==> src/rtl/polyshift_r_flags_stage_if.sv <==
// polyshift_r_flags_stage_if
// Bundles the upstream (s_*) and downstream (m_*) valid/ready beat streams of
// the right-polyshift flags stage.
//   s_valid_i / s_ready_o      upstream handshake
//   s_data_i, s_cf_i           shifted word and its carry flag
//   s_flags_we_i               beat commits its flags when it retires
//   m_valid_o / m_ready_i      downstream handshake
//   m_data_o, m_cf_o, m_zf_o, m_sf_o   buffered word and per-beat flags
//   m_pf_o                     per-beat parity flag (POLYSHIFT_R_FLAGS_STAGE_PF_EN only)
// Modports: slave = the stage itself, master = the surrounding environment.
interface polyshift_r_flags_stage_if #(
  parameter int WORD_WIDTH = 8
);
  logic                  s_valid_i;
  logic                  s_ready_o;
  logic [WORD_WIDTH-1:0] s_data_i;
  logic                  s_cf_i;
  logic                  s_flags_we_i;
  logic                  m_valid_o;
  logic                  m_ready_i;
  logic [WORD_WIDTH-1:0] m_data_o;
  logic                  m_cf_o;
  logic                  m_zf_o;
  logic                  m_sf_o;
`ifdef POLYSHIFT_R_FLAGS_STAGE_PF_EN
  logic                  m_pf_o;
`endif

  modport slave (
    input  s_valid_i, s_data_i, s_cf_i, s_flags_we_i, m_ready_i,
    output s_ready_o, m_valid_o, m_data_o, m_cf_o, m_zf_o, m_sf_o
`ifdef POLYSHIFT_R_FLAGS_STAGE_PF_EN
    , output m_pf_o
`endif
  );

  modport master (
    output s_valid_i, s_data_i, s_cf_i, s_flags_we_i, m_ready_i,
    input  s_ready_o, m_valid_o, m_data_o, m_cf_o, m_zf_o, m_sf_o
`ifdef POLYSHIFT_R_FLAGS_STAGE_PF_EN
    , input m_pf_o
`endif
  );
endinterface

==> src/rtl/polyshift_r_flags_stage.sv <==
// polyshift_r_flags_stage
// Registered output stage behind the right polyshift datapath. Each accepted
// word gets zero/sign flags (and optionally parity) attached, is held in a
// two-entry skid buffer (main + skid), and on retire a flag-writing beat
// loads the architectural flag register.
// Ports:
//   clk_i            clock, rising edge
//   rst_n_i          asynchronous active-low reset
//   bus (slave)      s_* input stream, m_* output stream (see interface)
//   cf_q_o, zf_q_o, sf_q_o   architectural flag register
//   pf_q_o           architectural parity flag (macro only)
// Optional feature: define POLYSHIFT_R_FLAGS_STAGE_PF_EN to add the parity flag.
module polyshift_r_flags_stage #(
  parameter int WORD_WIDTH = 8
) (
  input  logic clk_i,
  input  logic rst_n_i,
  polyshift_r_flags_stage_if.slave bus,
  output logic cf_q_o,
  output logic zf_q_o,
`ifdef POLYSHIFT_R_FLAGS_STAGE_PF_EN
  output logic sf_q_o,
  output logic pf_q_o
`else
  output logic sf_q_o
`endif
);

  typedef enum logic [1:0] {
    ST_EMPTY = 2'd0,
    ST_ONE   = 2'd1,
    ST_TWO   = 2'd2
  } state_t;

  typedef struct packed {
    logic [WORD_WIDTH-1:0] data;
    logic                  cf;
    logic                  zf;
    logic                  sf;
    logic                  we;
`ifdef POLYSHIFT_R_FLAGS_STAGE_PF_EN
    logic                  pf;
`endif
  } beat_t;

`ifdef POLYSHIFT_R_FLAGS_STAGE_PF_EN
  // Even parity: 1 when the word holds an even number of ones.
  function automatic logic parity_even(input logic [WORD_WIDTH-1:0] word);
    return ~^word;
  endfunction
`endif

  state_t state_r;
  state_t state_s;
  beat_t  main_r;
  beat_t  skid_r;
  beat_t  in_beat_s;
  logic   m_valid_r;
  logic   s_ready_r;
  logic   cf_q_r;
  logic   zf_q_r;
  logic   sf_q_r;
`ifdef POLYSHIFT_R_FLAGS_STAGE_PF_EN
  logic   pf_q_r;
`endif
  logic   accept_s;
  logic   retire_s;
  logic   load_main_in_s;
  logic   load_main_skid_s;
  logic   load_skid_s;
  logic   commit_s;

  assign accept_s = bus.s_valid_i & s_ready_r;
  assign retire_s = m_valid_r & bus.m_ready_i;
  assign commit_s = retire_s & main_r.we;

  // Flags of the incoming word, computed at accept time.
  always_comb begin
    in_beat_s      = '0;
    in_beat_s.data = bus.s_data_i;
    in_beat_s.cf   = bus.s_cf_i;
    in_beat_s.zf   = (bus.s_data_i == {WORD_WIDTH{1'b0}});
    in_beat_s.sf   = bus.s_data_i[WORD_WIDTH-1];
    in_beat_s.we   = bus.s_flags_we_i;
`ifdef POLYSHIFT_R_FLAGS_STAGE_PF_EN
    in_beat_s.pf   = parity_even(bus.s_data_i);
`endif
  end

  // Occupancy next-state and buffer load selects.
  always_comb begin
    state_s          = state_r;
    load_main_in_s   = 1'b0;
    load_main_skid_s = 1'b0;
    load_skid_s      = 1'b0;
    case (state_r)
      ST_EMPTY: begin
        if (accept_s) begin
          load_main_in_s = 1'b1;
          state_s        = ST_ONE;
        end else begin
          state_s        = ST_EMPTY;
        end
      end
      ST_ONE: begin
        if (accept_s && retire_s) begin
          load_main_in_s = 1'b1;
          state_s        = ST_ONE;
        end else if (retire_s) begin
          state_s        = ST_EMPTY;
        end else if (accept_s) begin
          load_skid_s    = 1'b1;
          state_s        = ST_TWO;
        end else begin
          state_s        = ST_ONE;
        end
      end
      ST_TWO: begin
        // s_ready is low here, so only a retire can move the state.
        if (retire_s) begin
          load_main_skid_s = 1'b1;
          state_s          = ST_ONE;
        end else begin
          state_s          = ST_TWO;
        end
      end
      default: begin
        state_s = ST_EMPTY;
      end
    endcase
  end

  // Occupancy state plus handshake outputs registered from the next state,
  // so s_ready never depends combinationally on m_ready.
  always_ff @(posedge clk_i or negedge rst_n_i) begin
    if (!rst_n_i) begin
      state_r   <= ST_EMPTY;
      m_valid_r <= 1'b0;
      s_ready_r <= 1'b1;
    end else begin
      state_r   <= state_s;
      m_valid_r <= (state_s != ST_EMPTY);
      s_ready_r <= (state_s != ST_TWO);
    end
  end

  // Main and skid beat storage.
  always_ff @(posedge clk_i or negedge rst_n_i) begin
    if (!rst_n_i) begin
      main_r <= '0;
      skid_r <= '0;
    end else begin
      if (load_main_in_s) begin
        main_r <= in_beat_s;
      end else if (load_main_skid_s) begin
        main_r <= skid_r;
      end
      if (load_skid_s) begin
        skid_r <= in_beat_s;
      end
    end
  end

  // Architectural flag register, loaded by a retiring flag-writing beat.
  always_ff @(posedge clk_i or negedge rst_n_i) begin
    if (!rst_n_i) begin
      cf_q_r <= 1'b0;
      zf_q_r <= 1'b0;
      sf_q_r <= 1'b0;
`ifdef POLYSHIFT_R_FLAGS_STAGE_PF_EN
      pf_q_r <= 1'b0;
`endif
    end else if (commit_s) begin
      cf_q_r <= main_r.cf;
      zf_q_r <= main_r.zf;
      sf_q_r <= main_r.sf;
`ifdef POLYSHIFT_R_FLAGS_STAGE_PF_EN
      pf_q_r <= main_r.pf;
`endif
    end
  end

  assign bus.s_ready_o = s_ready_r;
  assign bus.m_valid_o = m_valid_r;
  assign bus.m_data_o  = main_r.data;
  assign bus.m_cf_o    = main_r.cf;
  assign bus.m_zf_o    = main_r.zf;
  assign bus.m_sf_o    = main_r.sf;
  assign cf_q_o        = cf_q_r;
  assign zf_q_o        = zf_q_r;
  assign sf_q_o        = sf_q_r;
`ifdef POLYSHIFT_R_FLAGS_STAGE_PF_EN
  assign bus.m_pf_o    = main_r.pf;
  assign pf_q_o        = pf_q_r;
`endif

endmodule

==> src/flat_wrapper.sv <==
// flat-port wrapper written by rule: the top's interface ports become plain ports
module polyshift_r_flags_stage_flat 
#(
  parameter int WORD_WIDTH = 8
)
  (clk_i, rst_n_i, cf_q_o, zf_q_o, sf_q_o, bus_s_valid_i, bus_s_data_i, bus_s_cf_i, bus_s_flags_we_i, bus_m_ready_i, bus_s_ready_o, bus_m_valid_o, bus_m_data_o, bus_m_cf_o, bus_m_zf_o, bus_m_sf_o);
  polyshift_r_flags_stage_if #(.WORD_WIDTH(WORD_WIDTH)) bus_i ();
  input  logic clk_i;
  input  logic rst_n_i;
  output logic cf_q_o;
  output logic zf_q_o;
  output logic sf_q_o;
  input wire logic [$bits(bus_i.s_valid_i)-1:0] bus_s_valid_i;
  input wire logic [$bits(bus_i.s_data_i)-1:0] bus_s_data_i;
  input wire logic [$bits(bus_i.s_cf_i)-1:0] bus_s_cf_i;
  input wire logic [$bits(bus_i.s_flags_we_i)-1:0] bus_s_flags_we_i;
  input wire logic [$bits(bus_i.m_ready_i)-1:0] bus_m_ready_i;
  output wire logic [$bits(bus_i.s_ready_o)-1:0] bus_s_ready_o;
  output wire logic [$bits(bus_i.m_valid_o)-1:0] bus_m_valid_o;
  output wire logic [$bits(bus_i.m_data_o)-1:0] bus_m_data_o;
  output wire logic [$bits(bus_i.m_cf_o)-1:0] bus_m_cf_o;
  output wire logic [$bits(bus_i.m_zf_o)-1:0] bus_m_zf_o;
  output wire logic [$bits(bus_i.m_sf_o)-1:0] bus_m_sf_o;
  assign bus_i.s_valid_i = bus_s_valid_i;
  assign bus_i.s_data_i = bus_s_data_i;
  assign bus_i.s_cf_i = bus_s_cf_i;
  assign bus_i.s_flags_we_i = bus_s_flags_we_i;
  assign bus_i.m_ready_i = bus_m_ready_i;
  assign bus_s_ready_o = bus_i.s_ready_o;
  assign bus_m_valid_o = bus_i.m_valid_o;
  assign bus_m_data_o = bus_i.m_data_o;
  assign bus_m_cf_o = bus_i.m_cf_o;
  assign bus_m_zf_o = bus_i.m_zf_o;
  assign bus_m_sf_o = bus_i.m_sf_o;
  polyshift_r_flags_stage #(.WORD_WIDTH(WORD_WIDTH)) u_core (.clk_i(clk_i), .rst_n_i(rst_n_i), .bus(bus_i), .cf_q_o(cf_q_o), .zf_q_o(zf_q_o), .sf_q_o(sf_q_o));
endmodule
==> config.mk <==
export PLATFORM = sky130hd
export DESIGN_NAME = polyshift_r_flags_stage_flat
export DESIGN_NICKNAME = d
export VERILOG_FILES = /design/src/rtl/polyshift_r_flags_stage_if.sv /design/src/rtl/polyshift_r_flags_stage.sv /design/src/flat_wrapper.sv
export SDC_FILE = /design/constraint.sdc
export NUM_CORES = 1
export LEC_CHECK = 0
export CORE_MARGIN = 2
export CORE_UTILIZATION = 40
export DETAILED_ROUTE_END_ITERATION = 8
export GPL_ROUTABILITY_DRIVEN = 0
export GPL_TIMING_DRIVEN = 0
export PLACE_DENSITY_LB_ADDON = 0.2
export SLEW_MARGIN = 20
export SYNTH_ARGS = -nofsm -noshare
export SYNTH_HDL_FRONTEND = slang
export SYNTH_SLANG_ARGS = --single-unit
==> constraint.sdc <==
create_clock -name clk_i -period 1.5 [get_ports clk_i]
set_input_delay 0.375 -clock clk_i [delete_from_list [all_inputs] [get_ports clk_i]]
set_output_delay 0.375 -clock clk_i [all_outputs]
set_load 0.05 [all_outputs]
==> run_results.csv <==
group,metric,value,unit
timing,drv_slew,0,
detailed_routing,met2_length,1200,um
global_route,gr-total-overflow,0,
synthesis,yosys_warnings,0,
final_layout,regArea,729,um2
timing,setup_viol,0,
synthesis,synth_edf_count,0,
timing,grt_setup_unrepaired,"true",
clock_network,clockRootBuffer,"clkbuf_4",
timing,fin_crit,1.49,ns
synthesis,yosysSeqAreaShare,51.4,%
detailed_routing,vias,896,
global_route,grt_antenna_before_repair,0,
final_layout,final_cell_area,1830,um2
power,p_seq_share,33.7,%
place,pre_cts_slack,-0.434,ns
floorplanning,die_h,63.5,um
synthesis,synth_area_per_cell,14.7,um2
flow_run,drv_cap,0,
place,placed_area,1770,um2
timing,max_freq,673,MHz
critical_path,critPathTopFamily,"flip-flops",
synthesis,ys_types,21,
detailed_routing,viasPerCell,4.92,
global_route,grt_pass1_vias,1007,
critical_path,cp-end-kind,"flip-flop",
run_status,run_status,"finished, final reports clean",
floorplanning,die_w,63.5,um
synthesis,ys_top_cells_by_count,"dfrtp_1 (28), mux2_4 (18), buf_4 (10)",
timing,worst_pin_slew,0.640,ns
clock_network,postCtsHoldBufs,0,
final_layout,nFillCells,334,
clock_network,clkTransAtPathRegs,0.09,ns
clock_network,clk_latency,0.32,ns
detailed_routing,totalWireLength,2740,um
detailed_routing,drc,0,
floorplanning,start_util,42.0,%
power,combPwrFrac,55.8,%
min_path,hp-class,"in2async",
global_route,grt_max_degree,30,
critical_path,crit_fanout,5,
floorplanning,core,3360,um2
timing,slew_headroom,57.4,%
clock_network,clkSinkCount,29,
critical_path,path_buf_inv,1,
power,power_density,2290,nW/um2
final_layout,diodes,0,
critical_path,crit_arrival,1.70,ns
timing,tns,0,ns
final_layout,multi_input_area,628,um2
synthesis,async_reset_ff_share,100,%
detailed_routing,drt-met1-wl,1240,um
detailed_routing,first_pass_iters,2,
global_route,grt_use_total,15.8,%
timing,hold_ws,0.0696,ns
synthesis,synth.most_common_cell,"dfrtp_1",
synthesis,ys.flop_type,"dfrtp_1",
critical_path,critical_path_class,"reg2reg",
synthesis,syn_nets,110,
detailed_routing,drt-initial-drc-count,17,
synthesis,synthesis.area,1410,um2
final_layout,area_growth,29.4,%
detailed_routing,wl_met3,185,um
global_route,grt_pass1_wl,4730,um
timing,final_hold_viol_count,0,
place,io_buffers,29,
power,ir_worst_vdd,1.04,mV
timing,fin_crit_sh,99.1,%
clock_network,cts_buffers,5,
clock_network,htree_num_levels,2,
power,internal_power,0.00247,W
power,netSwitchingFraction,41.0,%
clock_network,clockBufferDepth,2,
synthesis,yosysTopAreaCell,"dfrtp_1",
critical_path,critPathRequiredTime,1.71,ns
floorplanning,num_rows,21,
detailed_routing,top_layer_used,"met4",
critical_path,start_kind,"flip-flop",
timing,fin_skew,0.00752,ns
timing,fin_ws,0.0141,ns
floorplanning,die_area,4030,um2
synthesis,synth-seq-cells,29,
power,p_leak,0.901,nW
power,clkPwrFrac,10.5,%
clock_network,cts_tree,"built",
final_layout,nets,149,
critical_path,max_stage_delay,0.56,ns
floorplanning,pin_count,30,
synthesis,syn_inst,96,
power,power_switching,0.00171,W
place,post-dp-hpwl,1810,um
synthesis,yosysTopAreaCellShare,49.6,%
critical_path,slowest_stage,"dfstp_2",
synthesis,synth_area_leaders,"dfrtp_1 (50%), mux2_4 (19%), mux2_1 (6.4%), mux2_2 (5.6%), buf_4 (5.3%)",
final_layout,layout-drive-gt1-share,50.7,%
detailed_routing,routedWlPerCell,15.0,um
detailed_routing,ant_nets,0,
critical_path,worstPathCellList,"and3b_2 -> nand2b_4 -> buf_4 -> mux2_4",
[cell usage in the layout, fill, tap and decap left out, drive strengths merged]
cell | netlist | final
a21boi | 1 | 1
mux2i | 4 | 4
mux2 | 33 | 33
nand4b | 1 | 1
and2 | 1 | 1
clkbuf | 0 | 9
clkdlybuf4s50 | 0 | 11
dlygate4sd2 | 0 | 1
and3b | 1 | 1
buf | 11 | 27
nor4 | 2 | 2
a21oi | 2 | 2
o21ai | 2 | 2
dfstp | 1 | 1
dfrtp | 28 | 28
nand2b | 1 | 1
o22ai | 1 | 1
clkdlybuf4s15 | 0 | 3
inv | 1 | 1
or2b | 1 | 1
o21a | 1 | 1
nand2 | 4 | 4
[through the flow]
stage	instances	total power (W)	utilization, %
3_5_place_dp	171	0.00380	52.6
2_1_floorplan	96	0.00319	-
3_3_place_gp	171	0.00374	52.7
5_1_grt	182	0.00444	54.4
6_report	182	0.00418	54.4
4_1_cts	182	0.00421	54.6
[cell type report]
class	instances	area share (%)
well taps	46	3.15
clock buffers	8	2.67
plain buffers	10	4.72
repair buffers	33	15.0
inverters	1	0.205
multi-input cells	55	34.3
flip-flops and latches	29	39.9
[flip-flops by register name (all words and copies together) (netlist names)]
name and cells:
u_core.bus.m_data_o 7, u_core.skid_r 11, u_core.bus.m_valid_o 1, u_core.cf_q_o 1, u_core.state_r 2, u_core.bus.s_ready_o 1, u_core.main_r 1, u_core.bus.m_sf_o 1
u_core.bus.m_zf_o 1, u_core.sf_q_o 1, u_core.zf_q_o 1, u_core.bus.m_cf_o 1
[path summary, 6_finish.rpt]
path | start | end | slack [ns] | depth (start not counted)
setup / recovery | u_core.bus.s_ready_o | u_core.bus.m_data_o[2] | 0.01 | 4
hold / removal | rst_n_i | u_core.skid_r[9] | 0.07 | 1
setup reg to reg | u_core.bus.s_ready_o | u_core.bus.m_data_o[2] | 0.01 | 4
hold reg to reg | u_core.skid_r[7] | u_core.skid_r[7] | 0.50 | 1
max in group asynchronous | rst_n_i | u_core.bus.m_valid_o | 0.97 | 1
min in group clk_i | u_core.skid_r[7] | u_core.skid_r[7] | 0.50 | 1
[cell families (layout without fill, tap and decap cells)]
logic type             count (synthesis)  in the layout  share of synthesized area, %
multiplexers                          37             37                          33.9
flip-flops                            29             29                          51.4
buffers and inverters                 12             52                          6.37
AND/OR/NAND/NOR                       11             11                          5.13
AO/OA/AOI/OAI                          7              7                          3.19
[routing by layer]
layer  track usage [%]  vias to the layer above
li1                  -                      410
met1              19.0                      444
met2              23.6                       30
met3              5.54                       12
met4              10.6                        0
met5                 0                        -
[what timing repair did]
action                                 4_1_cts  5_1_grt
setup endpoints to repair                   28       12
cloned                                       2        0
endpoints found under the hold margin        0        0
gates resized for setup                     80        6
pin swaps                                    1        0
setup buffers                                2        0
[power by group through the flow]
stage / logic [W] / clock network [W] / registers [W]
after global routing: 0.00248 / 0.000498 / 0.00147
after detailed placement: 0.00239 / 0 / 0.00141
final: 0.00233 / 0.000439 / 0.00141
after CTS: 0.00235 / 0.000455 / 0.00141
after global placement: 0.00235 / 0 / 0.00138
after floorplan: 0.00154 / 0 / 0.00164
Note: power is estimated with default switching activity, not from simulation.
